`config.mk`:
```
export PLATFORM = sky130hd
export DESIGN_NAME = instruction_decode_stage_flat
export DESIGN_NICKNAME = d
export VERILOG_FILES = /design/src/rtl/instruction_decode_if.sv /design/src/rtl/instruction_decode_stage.sv /design/src/flat_wrapper.sv
export SDC_FILE = /design/constraint.sdc
export NUM_CORES = 1
export LEC_CHECK = 0
export BUFFER_PORTS_ARGS = -buffer_cell sky130_fd_sc_hd__buf_2
export CAP_MARGIN = 15
export CORE_MARGIN = 5
export CORE_UTILIZATION = 30
export CTS_CLUSTER_SIZE = 20
export DETAILED_ROUTE_END_ITERATION = 8
export GPL_TIMING_DRIVEN = 0
export PLACE_DENSITY = 0.45
export SLEW_MARGIN = 20
export SYNTH_ARGS = -nofsm -noshare
export SYNTH_HDL_FRONTEND = slang
export SYNTH_SLANG_ARGS = --single-unit
```
`constraint.sdc`:
```
create_clock -name clk -period 18.39 [get_ports clk]
set_clock_uncertainty 0.05 [all_clocks]
set_input_delay 1.839 -clock clk [delete_from_list [all_inputs] [get_ports clk]]
set_output_delay 1.839 -clock clk [all_outputs]
set_load 0.01 [all_outputs]
```
`src/rtl/instruction_decode_if.sv`:
```
// Fetch-side and execute-side handshakes of the decode stage, bundled into one interface.
// The master modport is the environment's view; the slave modport is the decode stage's view.
interface instruction_decode_if #(
  parameter int PC_W = 32
);
  logic            in_valid;
  logic            in_ready;
  logic [31:0]     in_instr;
  logic [PC_W-1:0] in_pc;

  logic            out_valid;
  logic            out_ready;
  logic [3:0]      out_cond;
  logic [2:0]      out_class;
  logic [3:0]      out_dp_op;
  logic            out_s;
  logic [3:0]      out_rn;
  logic [3:0]      out_rd;
  logic [3:0]      out_rm;
  logic [7:0]      out_shift;
  logic [3:0]      out_rot;
  logic [7:0]      out_imm8;
  logic [11:0]     out_off12;
  logic            out_ld;
  logic            out_up;
  logic [PC_W-1:0] out_pc;
  logic [PC_W-1:0] out_br_target;

  modport master (
    output in_valid, in_instr, in_pc, out_ready,
    input  in_ready, out_valid, out_cond, out_class, out_dp_op, out_s,
           out_rn, out_rd, out_rm, out_shift, out_rot, out_imm8, out_off12,
           out_ld, out_up, out_pc, out_br_target
  );

  modport slave (
    input  in_valid, in_instr, in_pc, out_ready,
    output in_ready, out_valid, out_cond, out_class, out_dp_op, out_s,
           out_rn, out_rd, out_rm, out_shift, out_rot, out_imm8, out_off12,
           out_ld, out_up, out_pc, out_br_target
  );
endinterface

```
`src/rtl/instruction_decode_stage.sv`:
```
// Registered ARM-subset decode stage: decode on accept, DEPTH-entry FIFO, drain to execute.
// Optional macro DECODE_UNDEF_CNT_EN adds a saturating undefined-instruction counter port.
module instruction_decode_stage #(
  parameter int PC_W  = 32,
  parameter int DEPTH = 2,
  parameter int CNT_W = 16
) (
  input  logic                 clk,
  input  logic                 reset_n,
  input  logic                 flush,
  instruction_decode_if.slave  bus
`ifdef DECODE_UNDEF_CNT_EN
  ,
  output logic [CNT_W-1:0]     undef_cnt
`endif
);

  localparam int AW = (DEPTH > 1) ? $clog2(DEPTH) : 1;
  localparam logic [AW:0]   CNT_ONE  = 1;
  localparam logic [AW:0]   CNT_FULL = DEPTH[AW:0];
  localparam logic [AW-1:0] PTR_ONE  = 1;

  typedef enum logic [2:0] {
    CLS_DP_REG = 3'd0,
    CLS_DP_IMM = 3'd1,
    CLS_LDST   = 3'd2,
    CLS_B      = 3'd3,
    CLS_BL     = 3'd4,
    CLS_UNDEF  = 3'd7
  } cls_e;

  typedef struct packed {
    logic [3:0]      cond;
    cls_e            cls;
    logic [3:0]      dp_op;
    logic            s;
    logic [3:0]      rn;
    logic [3:0]      rd;
    logic [3:0]      rm;
    logic [7:0]      shift;
    logic [3:0]      rot;
    logic [7:0]      imm8;
    logic [11:0]     off12;
    logic            ld;
    logic            up;
    logic [PC_W-1:0] pc;
    logic [PC_W-1:0] br_target;
  } entry_t;

  entry_t          dec;
  entry_t          head;
  entry_t          mem [DEPTH];
  logic [AW-1:0]   wr_ptr;
  logic [AW-1:0]   rd_ptr;
  logic [AW:0]     count;
  logic            push;
  logic            pop;
  logic [7:0]      op;
  logic [31:0]     boff;
  logic [PC_W-1:0] target;

  assign op   = bus.in_instr[27:20];
  // Word offset, pre-shifted by 2 and sign-extended to 32 bits before resizing to PC_W.
  assign boff = {{6{bus.in_instr[23]}}, bus.in_instr[23:0], 2'b00};
  assign target = bus.in_pc + PC_W'(8) + PC_W'(signed'(boff));

  always_comb begin
    dec      = '0;
    dec.cond = bus.in_instr[31:28];
    dec.pc   = bus.in_pc;
    unique case (op[7:5])
      3'b000:  dec.cls = CLS_DP_REG;
      3'b001:  dec.cls = CLS_DP_IMM;
      3'b010:  dec.cls = CLS_LDST;
      3'b011:  dec.cls = bus.in_instr[4] ? CLS_UNDEF : CLS_LDST;
      3'b101:  dec.cls = op[4] ? CLS_BL : CLS_B;
      default: dec.cls = CLS_UNDEF;
    endcase

    case (dec.cls)
      CLS_DP_REG: begin
        dec.dp_op = bus.in_instr[24:21];
        dec.s     = bus.in_instr[20];
        dec.rn    = bus.in_instr[19:16];
        dec.rd    = bus.in_instr[15:12];
        dec.rm    = bus.in_instr[3:0];
        dec.shift = bus.in_instr[11:4];
      end
      CLS_DP_IMM: begin
        dec.dp_op = bus.in_instr[24:21];
        dec.s     = bus.in_instr[20];
        dec.rn    = bus.in_instr[19:16];
        dec.rd    = bus.in_instr[15:12];
        dec.rot   = bus.in_instr[11:8];
        dec.imm8  = bus.in_instr[7:0];
      end
      CLS_LDST: begin
        dec.rn    = bus.in_instr[19:16];
        dec.rd    = bus.in_instr[15:12];
        dec.rm    = bus.in_instr[3:0];
        dec.shift = bus.in_instr[11:4];
        dec.off12 = bus.in_instr[11:0];
        dec.ld    = bus.in_instr[20];
        dec.up    = bus.in_instr[23];
      end
      CLS_B, CLS_BL: dec.br_target = target;
      default: ;
    endcase
  end

  assign bus.in_ready  = (count < CNT_FULL);
  assign bus.out_valid = (count != '0);
  assign push = bus.in_valid && bus.in_ready;
  assign pop  = bus.out_valid && bus.out_ready;

  always_ff @(posedge clk or negedge reset_n) begin
    if (!reset_n) begin
      wr_ptr <= '0;
      rd_ptr <= '0;
      count  <= '0;
    end else if (flush) begin
      wr_ptr <= '0;
      rd_ptr <= '0;
      count  <= '0;
    end else begin
      if (push) wr_ptr <= wr_ptr + PTR_ONE;
      if (pop)  rd_ptr <= rd_ptr + PTR_ONE;
      case ({push, pop})
        2'b10:   count <= count + CNT_ONE;
        2'b01:   count <= count - CNT_ONE;
        default: count <= count;
      endcase
    end
  end

  // Storage needs no reset: the head is masked to zero whenever count is zero.
  always_ff @(posedge clk) begin
    if (push && !flush) mem[wr_ptr] <= dec;
  end

  assign head = bus.out_valid ? mem[rd_ptr] : '0;

  assign bus.out_cond      = head.cond;
  assign bus.out_class     = head.cls;
  assign bus.out_dp_op     = head.dp_op;
  assign bus.out_s         = head.s;
  assign bus.out_rn        = head.rn;
  assign bus.out_rd        = head.rd;
  assign bus.out_rm        = head.rm;
  assign bus.out_shift     = head.shift;
  assign bus.out_rot       = head.rot;
  assign bus.out_imm8      = head.imm8;
  assign bus.out_off12     = head.off12;
  assign bus.out_ld        = head.ld;
  assign bus.out_up        = head.up;
  assign bus.out_pc        = head.pc;
  assign bus.out_br_target = head.br_target;

`ifdef DECODE_UNDEF_CNT_EN
  localparam logic [CNT_W-1:0] UCNT_ONE = 1;

  // A push dropped by flush never reaches the buffer, so it is not counted.
  always_ff @(posedge clk or negedge reset_n) begin
    if (!reset_n) begin
      undef_cnt <= '0;
    end else if (push && !flush && dec.cls == CLS_UNDEF && undef_cnt != '1) begin
      undef_cnt <= undef_cnt + UCNT_ONE;
    end
  end
`endif

endmodule

```
`src/flat_wrapper.sv`:
```
// flat-port wrapper written by rule: the top's interface ports become plain ports
module instruction_decode_stage_flat 
#(
  parameter int PC_W  = 32,
  parameter int DEPTH = 2,
  parameter int CNT_W = 16
)
  (clk, reset_n, flush, bus_in_valid, bus_in_instr, bus_in_pc, bus_out_ready, bus_in_ready, bus_out_valid, bus_out_cond, bus_out_class, bus_out_dp_op, bus_out_s, bus_out_rn, bus_out_rd, bus_out_rm, bus_out_shift, bus_out_rot, bus_out_imm8, bus_out_off12, bus_out_ld, bus_out_up, bus_out_pc, bus_out_br_target);
  instruction_decode_if #(.PC_W(PC_W)) bus_i ();
  input  logic clk;
  input  logic reset_n;
  input  logic flush;
  input wire logic [$bits(bus_i.in_valid)-1:0] bus_in_valid;
  input wire logic [$bits(bus_i.in_instr)-1:0] bus_in_instr;
  input wire logic [$bits(bus_i.in_pc)-1:0] bus_in_pc;
  input wire logic [$bits(bus_i.out_ready)-1:0] bus_out_ready;
  output wire logic [$bits(bus_i.in_ready)-1:0] bus_in_ready;
  output wire logic [$bits(bus_i.out_valid)-1:0] bus_out_valid;
  output wire logic [$bits(bus_i.out_cond)-1:0] bus_out_cond;
  output wire logic [$bits(bus_i.out_class)-1:0] bus_out_class;
  output wire logic [$bits(bus_i.out_dp_op)-1:0] bus_out_dp_op;
  output wire logic [$bits(bus_i.out_s)-1:0] bus_out_s;
  output wire logic [$bits(bus_i.out_rn)-1:0] bus_out_rn;
  output wire logic [$bits(bus_i.out_rd)-1:0] bus_out_rd;
  output wire logic [$bits(bus_i.out_rm)-1:0] bus_out_rm;
  output wire logic [$bits(bus_i.out_shift)-1:0] bus_out_shift;
  output wire logic [$bits(bus_i.out_rot)-1:0] bus_out_rot;
  output wire logic [$bits(bus_i.out_imm8)-1:0] bus_out_imm8;
  output wire logic [$bits(bus_i.out_off12)-1:0] bus_out_off12;
  output wire logic [$bits(bus_i.out_ld)-1:0] bus_out_ld;
  output wire logic [$bits(bus_i.out_up)-1:0] bus_out_up;
  output wire logic [$bits(bus_i.out_pc)-1:0] bus_out_pc;
  output wire logic [$bits(bus_i.out_br_target)-1:0] bus_out_br_target;
  assign bus_i.in_valid = bus_in_valid;
  assign bus_i.in_instr = bus_in_instr;
  assign bus_i.in_pc = bus_in_pc;
  assign bus_i.out_ready = bus_out_ready;
  assign bus_in_ready = bus_i.in_ready;
  assign bus_out_valid = bus_i.out_valid;
  assign bus_out_cond = bus_i.out_cond;
  assign bus_out_class = bus_i.out_class;
  assign bus_out_dp_op = bus_i.out_dp_op;
  assign bus_out_s = bus_i.out_s;
  assign bus_out_rn = bus_i.out_rn;
  assign bus_out_rd = bus_i.out_rd;
  assign bus_out_rm = bus_i.out_rm;
  assign bus_out_shift = bus_i.out_shift;
  assign bus_out_rot = bus_i.out_rot;
  assign bus_out_imm8 = bus_i.out_imm8;
  assign bus_out_off12 = bus_i.out_off12;
  assign bus_out_ld = bus_i.out_ld;
  assign bus_out_up = bus_i.out_up;
  assign bus_out_pc = bus_i.out_pc;
  assign bus_out_br_target = bus_i.out_br_target;
  instruction_decode_stage #(.PC_W(PC_W), .DEPTH(DEPTH), .CNT_W(CNT_W)) u_core (.clk(clk), .reset_n(reset_n), .flush(flush), .bus(bus_i));
endmodule
```
Word-level counts from Yosys, hierarchy flattened
Memories as Yosys holds them, arrays and structs flattened.
Cells that the tools add are included.

storage, ports and cells
  bits in registers = 4
  bits in latches = 0
  bits in writable memories = 244
  ROM bits = 0
  input bits = 69
  output and inout port bits = 124
  logic and storage cells = 53
  memories = 1

operators by class
  add/subtract/negate cells = 6
  multipliers = 0
  div/mod/pow operators = 0
  magnitude comparators = 1
  equality and inequality tests = 10
  shift-type cells = 0
  mux-type cells = 18
  bitwise operators = 0
  reduce and logical (&&, ||, !) cells = 14

memory list
  memory      depth  bits a word  read ports  clocked after Yosys merged registers in  wr ports  RTL line                        text
  u_core.mem  2      122          1           0                                        1         instruction_decode_stage.sv:52  entry_t mem [DEPTH];

operators by type and width
  kind                   count
  $mux 122               1
  $add 32x32->32         1
  $add 32x4->32 const B  1
  $mux 32                1
  $mux 12                2
  $pmux 3 s5             1
  $mux 14                1
  $eq 3x2->1 const B     4
  $mux 8                 1
  $eq 3x1->1 const B     2
  $eq 3x3->1 const B     2
  $logic_not 3->1        2
  $mux 1                 6
  $mux 3                 2
  $reduce_bool 2->1      3
  $reduce_or 2->1        3
  $mux 5                 1
  $pmux 2 s2             1
  $logic_and 1x1->1      3
  $reduce_bool 3->1      1
  $reduce_or 3->1        1
  $add 1x1->1 const B    2
  $add 2x1->2 const B    1
  $eq 2x1->1 const B     1
  other kinds (5)        5

Logic depth before layout (Yosys ltp)
Gate-level depths: netlist of the first run.

  depth after elaboration = 5
  mapped depth = 12
  mapped depth without buffers = 12

Worst setup path before layout of the first run
No wires, ideal clock.

  kind = in2reg
  start = input bus_in_valid
  end = memory u_core.mem[1][0] (netlist name), enable pin
  library setup time = 777 ps
  data arrival time = 10733 ps
  data required time = 17563 ps
  setup slack = 6831 ps
  cell stages on the path = 2
  buffers on the path = 0
  cell sequence = nand2_1 -> nor3b_1

between the ends
  cells in the longest elaborated chain, start to end = 4

RTL lines
  element                       RTL line                         text
  start, declared               flat_wrapper.sv:13               input wire logic [$bits(bus_i.in_valid)-1:0] bus_in_valid;
  $logic_and 1x1->1             instruction_decode_stage.sv:113  assign push = bus.in_valid && bus.in_ready;
  $logic_and 1x1->1             instruction_decode_stage.sv:138  if (push && !flush) mem[wr_ptr] <= dec;
  $mux 1                        instruction_decode_stage.sv:138
  $mux 1 (implied by the code)  instruction_decode_stage.sv:138
  end, declared                 instruction_decode_stage.sv:52

No other way between the ends.

Worst setup path in the final report of the first run
  start = register u_core.count[1]
  end = output bus_out_off12[3]

between the ends
  cells in the longest elaborated chain, start to end = 2

RTL lines
  element                 RTL line                         text
  start, declared         instruction_decode_stage.sv:55   logic [AW:0] count;
  start signal, assigned  instruction_decode_stage.sv:129  2'b10: count <= count + CNT_ONE;
  start signal, assigned  instruction_decode_stage.sv:130  2'b01: count <= count - CNT_ONE;
  start signal, assigned  instruction_decode_stage.sv:131  default: count <= count;
  $reduce_bool 2->1       instruction_decode_stage.sv:112  assign bus.out_valid = (count != '0);
  $mux 122                instruction_decode_stage.sv:141  assign head = bus.out_valid ? mem[rd_ptr] : '0;
  end, declared           flat_wrapper.sv:29               output wire logic [$bits(bus_i.out_off12)-1:0] bus_out_off12;

No other way between the ends.

==> impl_metrics.csv, run 1 <==
group,metric,value,unit
drt,drc,0,
clock_tree,ctsResizeCount,0,
drt,vias,8180,
floorplanning,die_h,210.2,um
timing,hold_viol,0,
clock_tree,post_cts_buffers,0,
clock_tree,ctsHtreeMaxLevel,1,
grt,grt_pass1_vias,8443,
outcome,status,"finished, final reports clean",
worst_setup_path,worstSetupPathType,"register to output port",
logic_synthesis,synthFlopType,"edfxtp_1",
logic_synthesis,netlist_area,12020,um^2
logic_synthesis,synth_cell_type_count,56,
worst_setup_path,endpoint_kind,"output port",
placed_design,place_hpwl,26590,um
worst_setup_path,crit_slowest_cell,"clkbuf_1",
finish,n_fill_cell,3933,
timing,setup_viol,0,
grt,antenna_found_initial,2,
floorplanning,dieArea,44160,um^2
timing,drv_slew,0,
logic_synthesis,avgSynthCellArea,12.96,um^2
drt,routed_wl,34680,um
logic_synthesis,yosys-top-cells-area,"edfxtp_1 (61%), mux2i_1 (11%), ha_1 (5.9%), nor2_1 (4.5%), and2_1 (1.7%)",
worst_hold_path,hold_path_class,"register to register",
floorplanning,die_w,210.2,um
logic_synthesis,synth_most_common_cell,"edfxtp_1",
drt,antenna_left,0,
clock_tree,worstSkewPairLatency,0.55,ns
worst_setup_path,cp.required,16.50,ns
clock_tree,ctsHoldBuffers,0,
worst_setup_path,slowest_delay,0.77,ns
clock_tree,cts_sinks,248,
timing,rsz0062_at_grt,"false",
logic_synthesis,yosys-top-cells-count,"edfxtp_1 (244), nor2_1 (145), mux2i_1 (130)",
clock_tree,cts_tree,"built",
clock_tree,root_buffer,"clkbuf_16",
logic_synthesis,ys_async_sr_fraction,0.01613,
worst_setup_path,crit_buf_inv,3,
placed_design,preCtsSetupSlack,13.13,ns
floorplanning,io_pins,193,
logic_synthesis,synth_edf_count,244,
power_and_ir_drop,leakagePower,5.889,nW
floorplanning,row_count,73,
grt,grt_usage,0.1524,
floorplanning,initial_core_util,0.3032,
power_and_ir_drop,vdd_ir_drop_max,0.07655,mV
timing,fin_setup_tns,0,ns
floorplanning,coreArea,39640,um^2
drt,first_iter_violations,429,
drt,firstDrtPassIters,5,
clock_tree,clk_pin_slew,0.06,ns
drt,wl_per_cell,20.06,um
finish,drive_gt1_frac,0.2419,
logic_synthesis,syn_nets,1054,
logic_synthesis,synth_top_area_cell,"edfxtp_1",
grt,grt-ovfl-total,0,
logic_synthesis,syn_inst,927,
worst_setup_path,worstSetupStartpointType,"register",
timing,slew_headroom,0.3116,
worst_setup_path,worst-path-max-fanout,10,
logic_synthesis,ys_seq_area_frac,0.6180,
timing,fmaxAchievable,190.6,MHz
timing,fin_crit,5.247,ns
placed_design,port_buffers,191,
worst_setup_path,cp_data_arrival_time,3.36,ns
finish,syn2layout_area_growth,23.09,%
job,max_cap_violations,0,
timing,worst_slew_pin_slew,1.033,ns
timing,period_share,0.2853,
clock_tree,cts_buffers,29,
power_and_ir_drop,power_density,96.82,nW/um^2
worst_setup_path,crit_path_cell_trace,"nor2_1, clkbuf_1, clkbuf_1, nor2_1, buf_2",
drt,viasPerCell,4.731,
grt,grt_first_pass_wirelength,51450,um
timing,holdWs,0.5287,ns
grt,grt_max_degree,15,
logic_synthesis,ys_ff_latch,248,
timing,fin_ws,13.14,ns
worst_setup_path,cp_top_family,"buffers and inverters",
logic_synthesis,ys_warn_count,0,
logic_synthesis,synth_top_cell_area_share,0.6097,
finish,nets,1307,
placed_design,gp_congestion,0.8334,
clock_tree,clock_path_buffers,3,
finish,utilization,0.3732,
## final cells by class
type / instances / area [um^2] / share of cell area
repair buffers: 222 / 1211 / 0.08187
clock buffers: 42 / 804.5 / 0.05439
inverters: 16 / 60.06 / 0.004060
clock inverters: 12 / 90.09 / 0.006090
plain buffers: 46 / 197.7 / 0.01336
flip-flops and latches: 248 / 7427 / 0.5021
diodes: 1 / 2.502 / 0.0001692
well taps: 525 / 656.9 / 0.04441
multi-input cells: 617 / 4343 / 0.2936
## registers in the layout (all words and copies together), names as in the netlist
register and cells:
u_core.wr_ptr 1, u_core.count 2, u_core.rd_ptr 1, u_core.mem 244
## cell usage in the layout (no fill, tap or decap), types with 3 or more instances in the layout
master     netlist  final
o21ai_0         16     16
dfrtp_1          4      4
a211oi_1         4      4
and4_1           4      4
clkbuf_1        28     38
nor3b_1          8      7
o31ai_1          3      3
and2_1          33     33
xnor2_1          7      7
nor3_1          18     17
xor2_1           5      5
a21boi_0         5      5
nand4_1          5      5
nor2b_1          3      3
o21a_1           9      9
clkinv_1         0      4
clkbuf_8         0      3
nand3_1          6      6
a21o_1          13     13
or3_1            7      7
buf_4            0     25
a21oi_1         34     34
edfxtp_1       244    244
and3_1          31     31
nand2_1         39     39
buf_6            1      7
nand2b_1         5      5
buf_1            3      3
nor2_1         145    145
clkbuf_16        0     29
o211ai_1         3      3
clkinv_2         0      4
ha_1            57     57
mux2i_1        130    130
inv_1           16     16
buf_2           13    204
## path summary, 6_finish.rpt
path                       depth (start not counted)  slack (ns)             from                 to
max                                                5       13.14  u_core.count[1]   bus_out_off12[3]
min                                                2        0.53  u_core.count[0]    u_core.count[1]
max reg2reg                                        9       15.74  u_core.count[1]  u_core.mem[0][65]
min reg2reg                                        2        0.53  u_core.count[0]    u_core.count[1]
max in group asynchronous                          1       17.14          reset_n      u_core.wr_ptr
min in group asynchronous                          1        1.03          reset_n    u_core.count[0]
## power by group
group	leakage, nW	internal [mW]	switching [mW]
sequential	2.35	0.647	0.00507
clock	0.436	0.316	0.222
combinational	3.11	0.0898	0.152
total	5.89	1.05	0.379
## worst register-to-register path: stages, from the launching register on
cell and delay, ns:
dfrtp_1 0.43, inv_1 0.09, nand2_1 0.09, nor3_2 0.39, buf_4 0.27, buf_4 0.21
buf_4 0.22, buf_4 0.22, buf_4 0.21, buf_4 0.17
## cells by family after synthesis
family                   synth area share
flip-flops                         0.6180
adder cells (fa/ha/maj)           0.06101
multiplexers                       0.1083
AO/OA/AOI/OAI                     0.05820
XOR/XNOR                         0.008745
buffers and inverters             0.02145
AND/OR/NAND/NOR                    0.1243
## through the flow
stage	power, mW	instances	instance area, um^2
final	1.432	1729	14790
after global routing	1.505	1729	14790
after CTS	1.459	1728	14790
after detailed placement	0.9103	1674	13900
after global placement	0.9160	1643	13630
after floorplan	0.8176	927	12020
## per-layer routing
layer  global-route usage  up-vias  wire length (um)
li1                     -     3953                 -
met1               0.2096     3979             15670
met2               0.2526      206             16400
met3              0.02322       42              1843
met4              0.04185        0               769
met5                    0        -                 0
Note: power is estimated with default switching activity, not from simulation.
==> run 2, diff against run 1 <==
==> constraint.sdc (replaced) <==
create_clock -name clk -period 5.4 [get_ports clk]
set_clock_uncertainty 0.05 [all_clocks]
set_input_delay 0.54 -clock clk [delete_from_list [all_inputs] [get_ports clk]]
set_output_delay 0.54 -clock clk [all_outputs]
set_load 0.01 [all_outputs]
==> run 2 against run 1 <==
Compared with the run above: count of clock-buffer cells in the layout down 7; power rose to 3.4 times the previous value; register-to-register slack worse by 13 ns; final cell count down 0.46%; first-iteration DRC count down 17%; worst hold slack worse by 0.41 ns; die area unchanged; global-route usage up 0.11 points.
==> impl_metrics.csv, run 2 (synthesized netlist as in run 1, its figures left out) <==
group,metric,value,unit
power_and_ir_drop,finalPower,4.874,mW
drt,firstDrtPassIters,5,
placed_design,gp_congestion,0.7887,
floorplanning,initial_core_util,0.3032,
clock_tree,ctsResizeCount,0,
clock_tree,ctsHtreeMaxLevel,1,
placed_design,place_hpwl,26740,um
placed_design,port_buffers,191,
finish,utilization,0.3748,
clock_tree,cts_sinks,248,
timing,rsz0062_at_grt,"false",
grt,grt_pass1_vias,8329,
clock_tree,cts_tree,"built",
grt,antenna_found_initial,3,
finish,syn2layout_area_growth,23.63,%
timing,drv_slew,0,
power_and_ir_drop,cell_internal_pwr,3.553,mW
worst_setup_path,crit_path_cell_trace,"nor2_1, clkbuf_1, clkbuf_1, nor2_1, buf_2",
drt,routed_wl,34830,um
drt,first_iter_violations,357,
timing,period_share,0.7550,
grt,grt_max_degree,16,
clock_tree,clk_pin_slew,0.06,ns
floorplanning,row_count,73,
clock_tree,cts_buffers,29,
worst_setup_path,crit_buf_inv,3,
drt,vias,8112,
power_and_ir_drop,leakagePower,5.874,nW
timing,slew_headroom,0.2853,
grt,grt_first_pass_wirelength,51990,um
job,max_cap_violations,0,
worst_setup_path,worstSetupPathType,"register to output port",
clock_tree,root_buffer,"clkbuf_16",
clock_tree,worstSkewPairLatency,0.56,ns
power_and_ir_drop,vdd_ir_drop_max,0.2399,mV
floorplanning,dieArea,44160,um^2
worst_setup_path,worstSetupStartpointType,"register",
floorplanning,io_pins,193,
clock_tree,clock_path_buffers,3,
drt,drc,0,
placed_design,preCtsSetupSlack,1.450,ns
drt,antenna_left,0,
floorplanning,die_h,210.2,um
timing,fin_ws,1.323,ns
timing,hold_viol,0,
finish,largestRegisters,"u_core.mem: 244 flops, u_core.count: 2 flops",
drt,viasPerCell,4.714,
timing,fin_crit,4.077,ns
power_and_ir_drop,netSwitchingPower,1.321,mW
grt,grt_usage,0.1535,
drt,wl_per_cell,20.24,um
finish,top_register,"u_core.mem",
worst_setup_path,endpoint_kind,"output port",
timing,fin_setup_tns,0,ns
worst_hold_path,hold_path_class,"primary input to register",
timing,holdWs,0.1156,ns
grt,grt-ovfl-total,0,
power_and_ir_drop,seq_power_share,0.456,
outcome,status,"finished, final reports clean",
worst_setup_path,cp.required,4.81,ns
power_and_ir_drop,p_clk_frac,0.374,
worst_setup_path,worst-path-max-fanout,10,
worst_setup_path,cp_top_family,"buffers and inverters",
floorplanning,die_w,210.2,um
finish,final_cell_mix,"edfxtp_1 (244), buf_2 (204), nor2_1 (145)",
finish,final_common_cell,"edfxtp_1",
finish,largest_reg_flops,244,
timing,fmaxAchievable,245.3,MHz
power_and_ir_drop,power_density,328.0,nW/um^2
power_and_ir_drop,p_comb_frac,0.170,
worst_setup_path,crit_slowest_cell,"nor2_1",
timing,setup_viol,0,
timing,worst_slew_pin_slew,1.072,ns
power_and_ir_drop,switching_share,0.2710,
worst_setup_path,cp_data_arrival_time,3.49,ns
finish,nets,1299,
floorplanning,coreArea,39640,um^2
worst_setup_path,slowest_delay,0.76,ns
finish,drive_gt1_frac,0.2343,
==> run 2: changes by cell type in the layout (fill, tap and decap cells not counted), sizes merged <==
cell / delta
buf: -9
clkbuf: -7
clkinv: +7
dlygate4sd3: +1
==> run 2: final timing paths <==
path,slack [ns],cells past startpoint,end,start
max reg2reg,3.02,7,u_core.mem[1][23],u_core.count[1]
max,1.32,5,bus_out_off12[2],u_core.count[1]
max in group asynchronous,4.91,2,u_core.count[0],reset_n
min in group asynchronous,0.26,2,u_core.wr_ptr,reset_n
min,0.12,1,u_core.mem[1][121],bus_in_instr[31]
min reg2reg,0.54,2,u_core.count[1],u_core.count[0]
==> run 2: timing repair <==
action | CTS | global route
endpoints found under the hold margin | 4 | 0
hold buffers | 1 | 0
buffers inserted | 0 | 0
endpoints found under the setup margin | 0 | 0
==> run 2: per-layer routing <==
layer	vias to the layer above	track usage	share of wire
met3	38	0.02858	0.047
met2	167	0.2581	0.48
met1	3976	0.2103	0.46
li1	3929	-	-
met4	2	0.02858	0.017
met5	-	0	0.00057
==> run 2: power groups by stage <==
stage / Clock, mW / Sequential [mW] / Combinational [mW]
2_1_floorplan: 0 / 2.27 / 0.503
3_3_place_gp: 0 / 2.27 / 0.818
3_5_place_dp: 0 / 2.26 / 0.845
4_1_cts: 1.89 / 2.22 / 0.850
5_1_grt: 1.98 / 2.23 / 0.921
6_report: 1.82 / 2.22 / 0.829
==> run 2: metrics by stage <==
stage / std cells / area [um^2]
after floorplan: 927 / 12040
after global placement: 1643 / 13650
after detailed placement: 1665 / 13960
after CTS: 1720 / 14860
after global routing: 1720 / 14860
final: 1721 / 14860
==> run 2: layout make-up <==
cell class / instances / area (um^2)
fillers: 3947 / 24780
flip-flops and latches: 248 / 7427
multi-input cells: 617 / 4355
repair buffers: 214 / 1274
clock buffers: 35 / 748.2
well taps: 525 / 656.9
plain buffers: 46 / 197.7
clock inverters: 19 / 136.4
inverters: 16 / 60.06
diodes: 1 / 2.502
==> run 2: worst register-to-register path: cells and delay by family (launching register included) <==
family | cells | cell delay (ns)
and+or+nand+nor | 2 | 0.70
DFF | 1 | 0.43
buffers and inverters | 5 | 0.88
==> run 3, diff against run 2 <==
--- a/config.mk
+++ b/config.mk
@@ -5,6 +5,7 @@
 export SDC_FILE = /design/constraint.sdc
 export NUM_CORES = 1
 export LEC_CHECK = 0
+export ABC_AREA = 1
 export BUFFER_PORTS_ARGS = -buffer_cell sky130_fd_sc_hd__buf_2
 export CAP_MARGIN = 15
 export CORE_MARGIN = 5
==> constraint.sdc (replaced) <==
create_clock -name clk -period 4 [get_ports clk]
set_clock_uncertainty 0.05 [all_clocks]
set_input_delay 0.4 -clock clk [delete_from_list [all_inputs] [get_ports clk]]
set_output_delay 0.4 -clock clk [all_outputs]
set_load 0.01 [all_outputs]
==> run 3 against run 2 <==
Compared with the run above: die area is 1.8% higher; register-to-register slack worse by 1.3 ns; critical path depth stayed put; non-clock buffer count is 20 higher; largest cell class unchanged; worst hold slack worse by 0.092 ns; first-iteration DRC count is 11% higher.
==> impl_metrics.csv, run 3 <==
group,metric,value,unit
logic_synthesis,syn_inst,1289,
placed_design,placed_cell_area,14200,um^2
clock_tree,clock_path_buffers,3,
logic_synthesis,synth_cell_type_count,34,
grt,grt_pass1_vias,9102,
finish,syn2layout_area_growth,25.82,%
logic_synthesis,ys_seq_area_frac,0.6065,
logic_synthesis,synth_edf_count,244,
logic_synthesis,synth_top_cell_area_share,0.5983,
clock_tree,worstSkewPairLatency,0.57,ns
logic_synthesis,netlist_area,12250,um^2
floorplanning,row_count,74,
worst_setup_path,worst-path-max-fanout,10,
outcome,status,"finished, final reports clean",
logic_synthesis,ys_ff_latch,248,
finish,nets,1682,
clock_tree,ctsResizeCount,0,
worst_setup_path,cp_top_family,"buffers and inverters",
drt,vias,9470,
clock_tree,clk_pin_slew,0.06,ns
worst_setup_path,crit_path_cell_trace,"nor2_1, buf_2, clkbuf_1, a21oi_1, buf_2",
finish,top_register,"u_core.mem",
finish,largestRegisters,"u_core.mem: 244 flops, u_core.count: 2 flops",
floorplanning,die_w,212.0,um
clock_tree,ctsHtreeMaxLevel,1,
timing,slew_headroom,0.4065,
timing,fin_crit,3.616,ns
finish,fin_cells,2107,
worst_setup_path,cp.required,3.55,ns
placed_design,port_buffers,192,
logic_synthesis,avgSynthCellArea,9.500,um^2
floorplanning,dieArea,44960,um^2
job,max_cap_violations,0,
floorplanning,io_pins,193,
timing,period_share,0.9040,
logic_synthesis,syn_nets,1416,
worst_setup_path,path_common_cell,"buf_2",
floorplanning,die_h,212.0,um
finish,final_common_cell,"nand2_1",
drt,viasPerCell,4.495,
finish,n_fill_cell,4126,
floorplanning,initial_core_util,0.3013,
finish,utilization,0.3791,
timing,fmaxAchievable,276.5,MHz
placed_design,place_hpwl,28330,um
power_and_ir_drop,switching_share,0.3609,
worst_setup_path,endpoint_kind,"output port",
floorplanning,coreArea,40650,um^2
logic_synthesis,synthFlopType,"edfxtp_1",
timing,hold_viol,0,
power_and_ir_drop,seq_power_share,0.365,
finish,final_cell_mix,"nand2_1 (450), edfxtp_1 (244), buf_2 (200)",
logic_synthesis,yosys-top-cells-count,"nand2_1 (450), edfxtp_1 (244), a21oi_1 (150)",
worst_hold_path,hold_path_class,"primary input to register",
logic_synthesis,ys_warn_count,0,
placed_design,gp_congestion,0.8484,
power_and_ir_drop,cell_internal_pwr,5.552,mW
clock_tree,ctsHoldBuffers,29,
power_and_ir_drop,leakagePower,6.711,nW
placed_design,dp.cells,2026,
worst_setup_path,crit_buf_inv,3,
worst_setup_path,worstSetupStartpointType,"register",
power_and_ir_drop,finalPower,8.688,mW
grt,grt_first_pass_wirelength,54990,um
worst_setup_path,worstSetupPathType,"register to output port",
power_and_ir_drop,p_comb_frac,0.345,
power_and_ir_drop,vdd_ir_drop_max,0.3538,mV
clock_tree,cts_buffers,30,
finish,largest_reg_flops,244,
clock_tree,cts_tree,"built",
timing,rsz0062_at_grt,"false",
worst_setup_path,slowest_delay,0.70,ns
timing,worst_slew_pin_slew,0.8870,ns
grt,grt_usage,0.1607,
grt,grt_max_degree,23,
logic_synthesis,synth_top_area_cell,"edfxtp_1",
finish,drive_gt1_frac,0.1729,
power_and_ir_drop,p_clk_frac,0.290,
worst_setup_path,cp_data_arrival_time,3.17,ns
timing,setup_viol,0,
logic_synthesis,ys_async_sr_fraction,0.01613,
clock_tree,cts_sinks,248,
clock_tree,post_cts_buffers,0,
drt,firstDrtPassIters,6,
grt,antenna_found_initial,5,
logic_synthesis,synth_most_common_cell,"nand2_1",
drt,antenna_left,0,
drt,routed_wl,37690,um
power_and_ir_drop,netSwitchingPower,3.135,mW
logic_synthesis,yosys-top-cells-area,"edfxtp_1 (60%), nand2_1 (14%), a21oi_1 (6.1%), ha_1 (5.8%), inv_1 (4.0%)",
drt,drc,0,
drt,first_iter_violations,395,
finish,final_area,15410,um^2
worst_setup_path,crit_slowest_cell,"nor2_1",
grt,grt-ovfl-total,0,
drt,wl_per_cell,17.89,um
power_and_ir_drop,power_density,563.9,nW/um^2
timing,drv_slew,0,
clock_tree,root_buffer,"clkbuf_16",
==> run 3: changes by cell type in the layout (fill, tap and decap cells not counted), moves of 11 or more <==
cell	change
and3_1	-31
nor2_1	-24
and2_1	-30
nand3_1	+21
inv_1	+115
a21o_1	-12
buf_8	-15
o21ai_0	-11
a21oi_1	+116
nor3_1	-15
mux2i_1	-130
dlygate4sd3_1	+28
nand2_1	+411
==> run 3: per-layer routing <==
metal	GRT usage	share of wire	up-vias	wire length [um]
li1	-	-	4782	-
met1	0.2239	0.46	4425	17200
met2	0.2686	0.48	215	17940
met3	0.02671	0.047	44	1782
met4	0.02999	0.020	4	735
met5	0	0.00066	-	25
==> run 3: area by class of cell <==
class	instances	area, um^2	area share
flip-flops and latches	248	7427	0.4821
multi-input cells	857	4125	0.2677
diodes	2	5.005	0.0003248
clock inverters	12	128.9	0.008364
plain buffers	46	190.2	0.01234
clock buffers	38	780.7	0.05067
well taps	532	665.6	0.04320
inverters	138	518.0	0.03362
repair buffers	234	1567	0.1017
==> run 3: worst reg2reg max path: cells and delay by family, from the launching register on <==
family                 cells  cell delay (ns)
flip-flops                 1             0.40
AND/OR/NAND/NOR            3             0.69
buffers and inverters      5             0.84
==> run 3: power by group through the flow <==
stage | clock network, mW | logic [mW] | registers, mW
after floorplan | 0 | 1.61 | 3.23
after global placement | 0 | 2.95 | 3.25
after detailed placement | 0 | 3.04 | 3.22
after CTS | 2.60 | 3.08 | 3.17
after global routing | 2.71 | 3.30 | 3.19
final | 2.52 | 2.99 | 3.17
==> run 3: path summary, 6_finish.rpt <==
kind / start / cells past startpoint / slack [ns] / to
hold / removal: bus_in_pc[8] / 1 / 0.02 / u_core.mem[0][40]
setup reg to reg: u_core.count[1] / 8 / 1.70 / u_core.mem[0][56]
max in group asynchronous: reset_n / 2 / 3.65 / u_core.rd_ptr
setup / recovery: u_core.count[0] / 5 / 0.38 / bus_out_pc[13]
min in group asynchronous: reset_n / 2 / 0.12 / u_core.count[1]
hold reg to reg: u_core.count[0] / 1 / 0.47 / u_core.count[0]
==> run 3: per-stage QoR <==
| step | worst slack, ns | hold slack [ns] | TNS (ns) |
|---|---|---|---|
| 6_report | 0.3838 | 0.02391 | 0 |
| 5_1_grt | 0.2528 | 0.01028 | 0 |
| 4_1_cts | 0.3797 | 0.001226 | 0 |
| 3_5_place_dp | 0.7659 | 0.1684 | 0 |
| 3_3_place_gp | -0.4557 | 0.1672 | -102.74 |
| 2_1_floorplan | 0.9114 | 0.05441 | 0 |
==> run 3: cell families after synthesis <==
group	Yosys count	synth area share
buffers and inverters	184	0.05783
AOI/OAI and AO/OA	169	0.07132
DFF	248	0.6065
xor gates and xnor gates	9	0.006437
adders and majority gates	58	0.05988
and+or+nand+nor	621	0.1980
